===== src/rtl/tri_proj.sv =====
// Perspective projection of one vertex: IEEE-754 (x,y,z) -> Q16.16 -> x*F/z, y*F/z -> saturated screen pixel and depth.
// One vertex in flight at a time; each divide is a 40-step restoring divider.
module tri_proj #(
    parameter int SCREEN_W = 320,
    parameter int SCREEN_H = 240,
    parameter int FOCAL    = 256
) (
    input  logic             clk_in,
    input  logic             rst_in,
    input  logic [3:0][31:0] coor_in,
    input  logic             valid_in,
    input  logic             obj_done_in,
    output logic             ready_out,
    output logic [2:0][8:0]  coor_out,
    output logic             valid_out,
    output logic             obj_done_out,
    input  logic             ready_in,
    output logic [2:0]       state_dbg
);

    // Handshake: an input transfers on a rising edge with valid_in && ready_out;
    // an output transfers on a rising edge with valid_out && ready_in, and coor_out,
    // obj_done_out and valid_out hold stable until that edge.

    typedef enum logic [2:0] {IDLE, CONV, DIVX, DIVY, OUT} state_t;

    state_t             state;
    logic [31:0]        x_f, y_f, z_f;
    logic               done_r;
    logic signed [31:0] y_q, z_q;
    logic               x_neg;
    logic [39:0]        dvd;
    logic [31:0]        rem;
    logic [5:0]         cnt;
    logic signed [40:0] qx, qy;

    // Float to signed Q16.16, truncating toward zero; out-of-range saturates by sign.
    function automatic logic signed [31:0] f2q(input logic [31:0] f);
        logic [7:0]  e;
        logic [31:0] m;
        logic [31:0] mag;
        e   = f[30:23];
        m   = {8'b0, 1'b1, f[22:0]};
        if (e < 8'd111)      mag = 32'd0;
        else if (e >= 8'd142) mag = 32'h7FFF_FFFF;
        else if (e >= 8'd134) mag = m << (e - 8'd134);
        else                  mag = m >> (8'd134 - e);
        return f[31] ? $signed(-mag) : $signed(mag);
    endfunction

    function automatic logic [39:0] scaled_mag(input logic signed [31:0] v);
        logic [31:0] mag;
        mag = v[31] ? 32'(-v) : 32'(v);
        return {8'b0, mag} * 40'(FOCAL);
    endfunction

    function automatic logic signed [40:0] apply_sign(input logic neg, input logic [39:0] q);
        return neg ? -$signed({1'b0, q}) : $signed({1'b0, q});
    endfunction

    logic signed [31:0] x_conv, y_conv, z_conv, z_clamp;
    logic [32:0]        rem_sh;
    logic               ge;
    logic [31:0]        rem_nxt;
    logic [39:0]        quo_nxt;
    logic signed [41:0] sx, sy;
    logic [8:0]         sx_sat, sy_sat, depth_sat;

    always_comb begin
        x_conv  = f2q(x_f);
        y_conv  = f2q(y_f);
        z_conv  = f2q(z_f);
        z_clamp = (z_conv < 32'sh0001_0000) ? 32'sh0001_0000 : z_conv;

        rem_sh  = {rem, dvd[39]};
        ge      = rem_sh >= {1'b0, z_q};
        rem_nxt = ge ? 32'(rem_sh - {1'b0, z_q}) : rem_sh[31:0];
        quo_nxt = {dvd[38:0], ge};

        sx = $signed(42'(SCREEN_W / 2)) + $signed({qx[40], qx});
        sy = $signed(42'(SCREEN_H / 2)) - $signed({qy[40], qy});
        if (sx < 42'sd0)                             sx_sat = 9'd0;
        else if (sx > $signed(42'(SCREEN_W - 1)))    sx_sat = 9'(SCREEN_W - 1);
        else                                         sx_sat = sx[8:0];
        if (sy < 42'sd0)                             sy_sat = 9'd0;
        else if (sy > $signed(42'(SCREEN_H - 1)))    sy_sat = 9'(SCREEN_H - 1);
        else                                         sy_sat = sy[8:0];
        depth_sat = (z_q[31:16] > 16'd511) ? 9'd511 : z_q[24:16];
    end

    assign state_dbg = state;

    always_ff @(posedge clk_in or negedge rst_in) begin
        if (!rst_in) begin
            state        <= IDLE;
            ready_out    <= 1'b1;
            valid_out    <= 1'b0;
            obj_done_out <= 1'b0;
            coor_out     <= '0;
            x_f          <= '0;
            y_f          <= '0;
            z_f          <= '0;
            done_r       <= 1'b0;
            y_q          <= '0;
            z_q          <= '0;
            x_neg        <= 1'b0;
            dvd          <= '0;
            rem          <= '0;
            cnt          <= '0;
            qx           <= '0;
            qy           <= '0;
        end else begin
            case (state)
                IDLE: if (valid_in) begin
                    x_f       <= coor_in[3];
                    y_f       <= coor_in[2];
                    z_f       <= coor_in[1];
                    done_r    <= obj_done_in;
                    ready_out <= 1'b0;
                    state     <= CONV;
                end
                CONV: begin
                    y_q   <= y_conv;
                    z_q   <= z_clamp;
                    x_neg <= x_conv[31];
                    dvd   <= scaled_mag(x_conv);
                    rem   <= '0;
                    cnt   <= '0;
                    state <= DIVX;
                end
                DIVX: begin
                    rem <= rem_nxt;
                    dvd <= quo_nxt;
                    cnt <= cnt + 6'd1;
                    if (cnt == 6'd39) begin
                        // Reload the divider with the y dividend as x finishes.
                        qx    <= apply_sign(x_neg, quo_nxt);
                        dvd   <= scaled_mag(y_q);
                        rem   <= '0;
                        cnt   <= '0;
                        state <= DIVY;
                    end
                end
                DIVY: begin
                    rem <= rem_nxt;
                    dvd <= quo_nxt;
                    cnt <= cnt + 6'd1;
                    if (cnt == 6'd39) begin
                        qy    <= apply_sign(y_q[31], quo_nxt);
                        cnt   <= '0;
                        state <= OUT;
                    end
                end
                OUT: begin
                    if (!valid_out) begin
                        coor_out     <= {sx_sat, sy_sat, depth_sat};
                        obj_done_out <= done_r;
                        valid_out    <= 1'b1;
                    end else if (ready_in) begin
                        valid_out <= 1'b0;
                        ready_out <= 1'b1;
                        state     <= IDLE;
                    end
                end
                default: state <= IDLE;
            endcase
        end
    end

endmodule


===== config.mk =====
export PLATFORM = sky130hd
export DESIGN_NAME = tri_proj
export DESIGN_NICKNAME = d
export VERILOG_FILES = /design/src/rtl/tri_proj.sv
export SDC_FILE = /design/constraint.sdc
export NUM_CORES = 2
export LEC_CHECK = 0
export BUFFER_PORTS_ARGS = -buffer_cell sky130_fd_sc_hd__buf_2
export CORE_MARGIN = 4
export CORE_UTILIZATION = 35
export DETAILED_ROUTE_END_ITERATION = 16
export GPL_TIMING_DRIVEN = 0
export PLACE_DENSITY = 0.57
export SLEW_MARGIN = 20
export SYNTH_ARGS = -nofsm -noshare
export SYNTH_HDL_FRONTEND = slang
export SYNTH_SLANG_ARGS = --single-unit

===== constraint.sdc =====
create_clock -name clk_in -period 5.55 [get_ports clk_in]
set_input_delay 0.555 -clock clk_in [delete_from_list [all_inputs] [get_ports clk_in]]
set_output_delay 0.555 -clock clk_in [all_outputs]
set_load 0.02 [all_outputs]

# ---- Word-level counts from Yosys, hierarchy flattened
# Index checks and enable logic that the tools add are counted.
dict set report totals {
  wordCells 120
  in_bits 133
  regBits 355
  output_inout_bits 33
}
dict set report op_classes {
  n_bitwise 1
  order_cmp 16
  shifts 6
  n_eq_ne 10
  muxes 41
  n_addsub 16
  reduce_logical 11
}
# cell n
set op_table {}
lappend op_table {{32-bit 2-to-1 mux} 17}
lappend op_table {{32-bit negation} 5}
lappend op_table {{40-bit one-hot mux with 3 select lines} 1}
lappend op_table {{32-bit one-hot mux with 3 select lines} 1}
lappend op_table {{24-bit by 8-bit << shifter with 32-bit output} 3}
lappend op_table {{24-bit by 8-bit >> shifter with 32-bit output} 3}
lappend op_table {{42-bit by 1-bit < comparator with 1-bit output (second input constant)} 2}
lappend op_table {{41-bit 2-to-1 mux} 2}
lappend op_table {{8-bit greater-or-equal comparator (second input constant)} 6}
lappend op_table {{9-bit 2-to-1 mux} 5}
lappend op_table {{9-bit by 41-bit adder with 42-bit output (first input constant)} 1}
lappend op_table {{42-bit by 10-bit > comparator with 1-bit output (second input constant)} 1}
lappend op_table {{42-bit by 9-bit > comparator with 1-bit output (second input constant)} 1}
lappend op_table {{8-bit by 41-bit subtractor with 42-bit output (first input constant)} 1}
lappend op_table {{40-bit negation with 41-bit output} 1}
lappend op_table {{40-bit 2-to-1 mux} 1}
lappend op_table {{33-bit by 32-bit greater-or-equal comparator with 1-bit output} 1}
lappend op_table {{32-bit by 18-bit < comparator with 1-bit output (second input constant)} 1}
lappend op_table {{32-bit subtractor} 1}
lappend op_table {{8-bit by 7-bit < comparator with 1-bit output (second input constant)} 3}
lappend op_table {{8-bit subtractor (first input constant)} 3}
lappend op_table {{8-bit subtractor (second input constant)} 3}
lappend op_table {{16-bit by 9-bit > comparator with 1-bit output (second input constant)} 1}
lappend op_table {{3-bit 2-to-1 mux} 5}
lappend op_table {{other kinds (19)} 32}

# ---- Logic depth before layout (Yosys ltp)
dict set report logic_depth {
  ltp_word 10
  depth_mapped 28
}

# ---- Worst setup path after synthesis
# Ideal clock, no wire load.
dict set report synth_path {
  path_type {register to register}
  from {register z_f[23]}
  to {register z_q[10]}
  path_buffers 5
  stages_incl_launch_ff 27
  path_slack_ps -456
  arrival_ps 5924
  synth_period_minus_slack_ps 6006
  required_time_ps 5467
  setup_ps 83
  path_cell_list {dfrtp_1 -> clkbuf_1 -> clkinv_1 -> clkbuf_1 -> ha_1 -> buf_2 -> mux4_2 -> nand2_1 -> nand2_1 -> nand2_1 -> a21oi_1 -> o21a_1 -> a221oi_1 -> ha_1 -> nand3_1 -> nor4_1 -> nand4_1 -> or4b_1 -> o21ai_0 -> a32oi_1 -> a2111o_1 -> nor4_1 -> ha_1 -> or3_1 -> buf_1 -> clkbuf_1 -> o22ai_1}
}
dict set report synth_between {
  elab_chain_cells 9
  elab_cells_between_ends 14
  cone_classes {3 x add/sub; 4 x order compare; 2 x shift; 5 x mux}
}
# element line
set synth_lines {}
lappend synth_lines {{from (decl)} 28} ;# logic [31:0] x_f, y_f, z_f;
lappend synth_lines {{from (signal assigned)} 117} ;# z_f <= coor_in[1];
lappend synth_lines {{8-bit subtractor, on equally long branches} {47, 46}}
lappend synth_lines {{24-bit by 8-bit >> shifter with 32-bit output / 24-bit by 8-bit << shifter with 32-bit output (equally long branches)} {47, 46}}
lappend synth_lines {{32-bit 2-to-1 mux} 46} ;# else if (e >= 8'd134) mag = m << (e - 8'd134);
lappend synth_lines {{32-bit 2-to-1 mux} 45} ;# else if (e >= 8'd142) mag = 32'h7FFF_FFFF;
lappend synth_lines {{32-bit 2-to-1 mux *} 44} ;# if (e < 8'd111) mag = 32'd0;
lappend synth_lines {{32-bit negation} 48} ;# return f[31] ? $signed(-mag) : $signed(mag);
lappend synth_lines {{32-bit 2-to-1 mux *} 48}
lappend synth_lines {{32-bit by 18-bit < comparator with 1-bit output} 73} ;# z_clamp = (z_conv < 32'sh0001_0000) ? 32'sh0001_0000 : z_conv;
lappend synth_lines {{32-bit 2-to-1 mux *} 73}
lappend synth_lines {{to (signal assigned)} 124} ;# z_q <= z_clamp;
lappend synth_lines {{to (decl)} 30} ;# logic signed [31:0] y_q, z_q;
# Mark *: on every way between the ends. The rest lies on a longest branch, timed or not.
# A chain may end at the register's enable or synchronous reset.

# ---- Worst setup path after layout
dict set report layout_path {
  from {register z_f[23]}
  to {register z_q[27]}
}
# The elaborated chain is that of the path after synthesis.

==> impl_results.md <==
- RSZ-0062 raised after global routing: true
- Syn Nets: 4103
- Max Root-Sink Buffers: 3
- MaxCap Viol Count: 0
- Nature of the critical path endpoint: register
- Required @ worst endpoint: 6090 ps
- Layout Skew: 27.4 ps
- Total GRT Usage: 22.9%
- Top-Level Pins: 166
- Initial DRC Count: 2778
- GP Congestion: 0.965
- Clock root buffer: clkbuf_16
- Post-layout net count: 4351
- Pin count of the biggest net entering global routing: 92
- Failing checks: setup timing
- Clock sink total: 355
- I/O Buffers: 133
- Starting Density: 35.5%
- Fill count: 9124
- Hold Crit Class: primary input to register
- Final WS setup: -56.2 ps
- Number of global-route vias before repair: 29854
- Hold Slack: 135 ps
- Row cnt: 110
- Die W: 311 microns
- Seq cells post-synth: 355
- DR DRC count: 0
- CTS clock-pin slew for the worst setup and hold paths: 60 ps
- Area growth from synthesis to layout: 18.4%
- Synth Warn #: 0
- Slew HR: 31.1%
- Top-count cell post-synth: nand2_1
- First-pass GRT wire length: 180000 microns
- H-Tree Level Count: 2
- GRT overflow: 0
- Routed len/inst: 21.5 microns
- Sequential-to-total area share from yosys stat: 27.7%
- Top cell type's share of synthesized area: 27.6%
- Antenna-violating nets left: 0
- Outcome: finished with violations
- EDFF count, synth: 0
- Antenna violations before repair: 2
- Synth area leader: dfrtp_1
- Routed Wire Length: 116000 microns
- Share of cells above drive strength 1: 19.6%
- Worst skew pair latency: 630 ps
- Pre-antenna DRT Iters: 8
- Synth unique cells: 123
- Multi-input gate area: 0.0228 sq mm
- Tightest Pin Transition: 1030 ps
- CTS buffer count: 45
- Core region area: 0.0904 sq mm
- Die Ht: 311 microns
- Post-Syn Area per Cell: 8.20 sq um
- Top post-synthesis cells by area: dfrtp_1 28%, nand2_1 6.3%, o21ai_0 5.5%
- Cells after Synth: 3913
- Max Clk Rate: 0.178 GHz
- Footprint of the flip-flops and latches: 0.00889 sq mm
- DPL Wire Length: 88700 microns
- Crit path kind: register to register
- Synth cell count leaders: 538 x nand2_1, 354 x dfrtp_1, 350 x o21ai_0
- Asr flop ratio synth: 100%
- Startpoint types: register
- Pins Over Slew Limit: 0
- Via-per-instance ratio: 5.90
- CTS tree: built
- Final hold violations: 0
- Worst Path Arrival: 6150 ps
- Synth Flop Type: dfrtp_1
- Worst-path maximum fanout: 7
- Final Cycle Share: 101%
- Via count: 31700
- Mapped cell area: 0.0321 sq mm
- Final Setup Violations: 21
- Die area: 0.0966 sq mm
- Final min period: 5610 ps
## final timing paths
check | start | to | slack, ps | cells past startpoint
worst max-delay path | z_f[23]$_DFFE_PN0P_ | z_q[27]$_DFFE_PN0P_ | -60 | 21
worst min-delay path | coor_in[55] | z_f[23]$_DFFE_PN0P_ | 140 | 3
worst max register to register | z_f[23]$_DFFE_PN0P_ | z_q[27]$_DFFE_PN0P_ | -60 | 21
worst min register to register | coor_out[16]$_DFFE_PN0P_ | coor_out[16]$_DFFE_PN0P_ | 470 | 2
max in group asynchronous | rst_in | y_f[24]$_DFFE_PN0P_ | 3830 | 4
min in group asynchronous | rst_in | coor_out[10]$_DFFE_PN0P_ | 440 | 2
## repair_timing
item | in CTS | in global routing
setup endpoints to repair | 110 | 84
gates cloned | 2 | 0
resized for setup | 181 | 156
endpoints found under the hold margin | 54 | 0
pin swaps | 34 | 75
hold buffers | 1 | 0
setup buffers | 45 | 29
## critical path: stages (launching register included)
cell       delay (ps)
dfrtp_1           420
buf_6             140
ha_4              190
a2111oi_4         560
xnor2_2           240
o41ai_2           150
mux2i_2           260
o211ai_1          190
a221oi_4          370
ha_2              280
nand3_4            80
nor4_4            190
nand4_1           160
or4b_1            520
o21ai_1            90
a32oi_1            70
a2111o_1          420
nor4_2            140
ha_1              310
or3_4             440
buf_8             170
o22ai_2           100
## stage by stage
step	setup TNS, ps	util (%)	area [sq um]	setup WS [ps]	std cells
after floorplan	0	-	32100	3.28	3913
after global placement	-1329770	37.9	34300	-3530	5222
after detailed placement	-102080	38.1	34400	-1590	5226
after CTS	-18.4	41.1	37100	-18.4	5348
after global routing	-9220	42.0	38000	-338	5375
final	-732	42.0	38000	-56.2	5375
## kinds of logic (layout without fill, tap and decap cells)
logic type	count (synthesis)	after routing	share of synthesized area, %
simple gates	1312	1312	19.3
compound gates	1173	1173	23.9
buf+inv	384	669	4.99
flops	355	355	27.7
mux	346	346	13.9
xor+xnor	286	286	7.91
fa+ha+maj	57	57	2.25
other cells	0	1	0
## layout by cell type, fill, tap and decap left out, types with 68 or more instances in the layout
| cell type | synthesis | routed |
|---|---|---|
| nand2_1 | 538 | 528 |
| dfrtp_1 | 354 | 349 |
| o21ai_0 | 350 | 325 |
| nor2_1 | 267 | 262 |
| a21oi_1 | 247 | 235 |
| buf_2 | 39 | 165 |
| mux2i_1 | 171 | 161 |
| clkbuf_1 | 194 | 160 |
| xor2_1 | 149 | 142 |
| xnor2_1 | 134 | 121 |
| mux2_2 | 106 | 106 |
| inv_1 | 95 | 92 |
| buf_4 | 8 | 87 |
| nand3_1 | 87 | 84 |
| nor3_1 | 86 | 81 |
| mux4_2 | 68 | 68 |
## sequential cells by signal, indices dropped and copies added, names as in the netlist, 3 cells and up
signal / count
cnt: 6
coor_out: 27
dvd: 40
qx: 41
qy: 41
rem: 32
state_dbg: 3
x_f: 32
y_f: 32
y_q: 32
z_f: 32
z_q: 32
## final cells by class
type                       count  share of cell area [%]
timing repair buffer         214                    3.66
inverter                     100                    1.05
buffer                       271                    3.59
multi-input combinational   3174                    60.2
clock buffer                  63                    3.52
tap                         1176                    3.87
clock inverter                21                   0.731
antenna                        1                 0.00659
sequential                   355                    23.4
## per-layer routing
metal,global-route usage [%],part of all wire (%)
met1,32.7,45
met3,3.46,7.0
met2,35.7,44
met5,0,0.011
met4,7.26,3.5
Power is not shown: default switching activity piles up to over one toggle a cycle in this logic, so the estimate is an artifact.
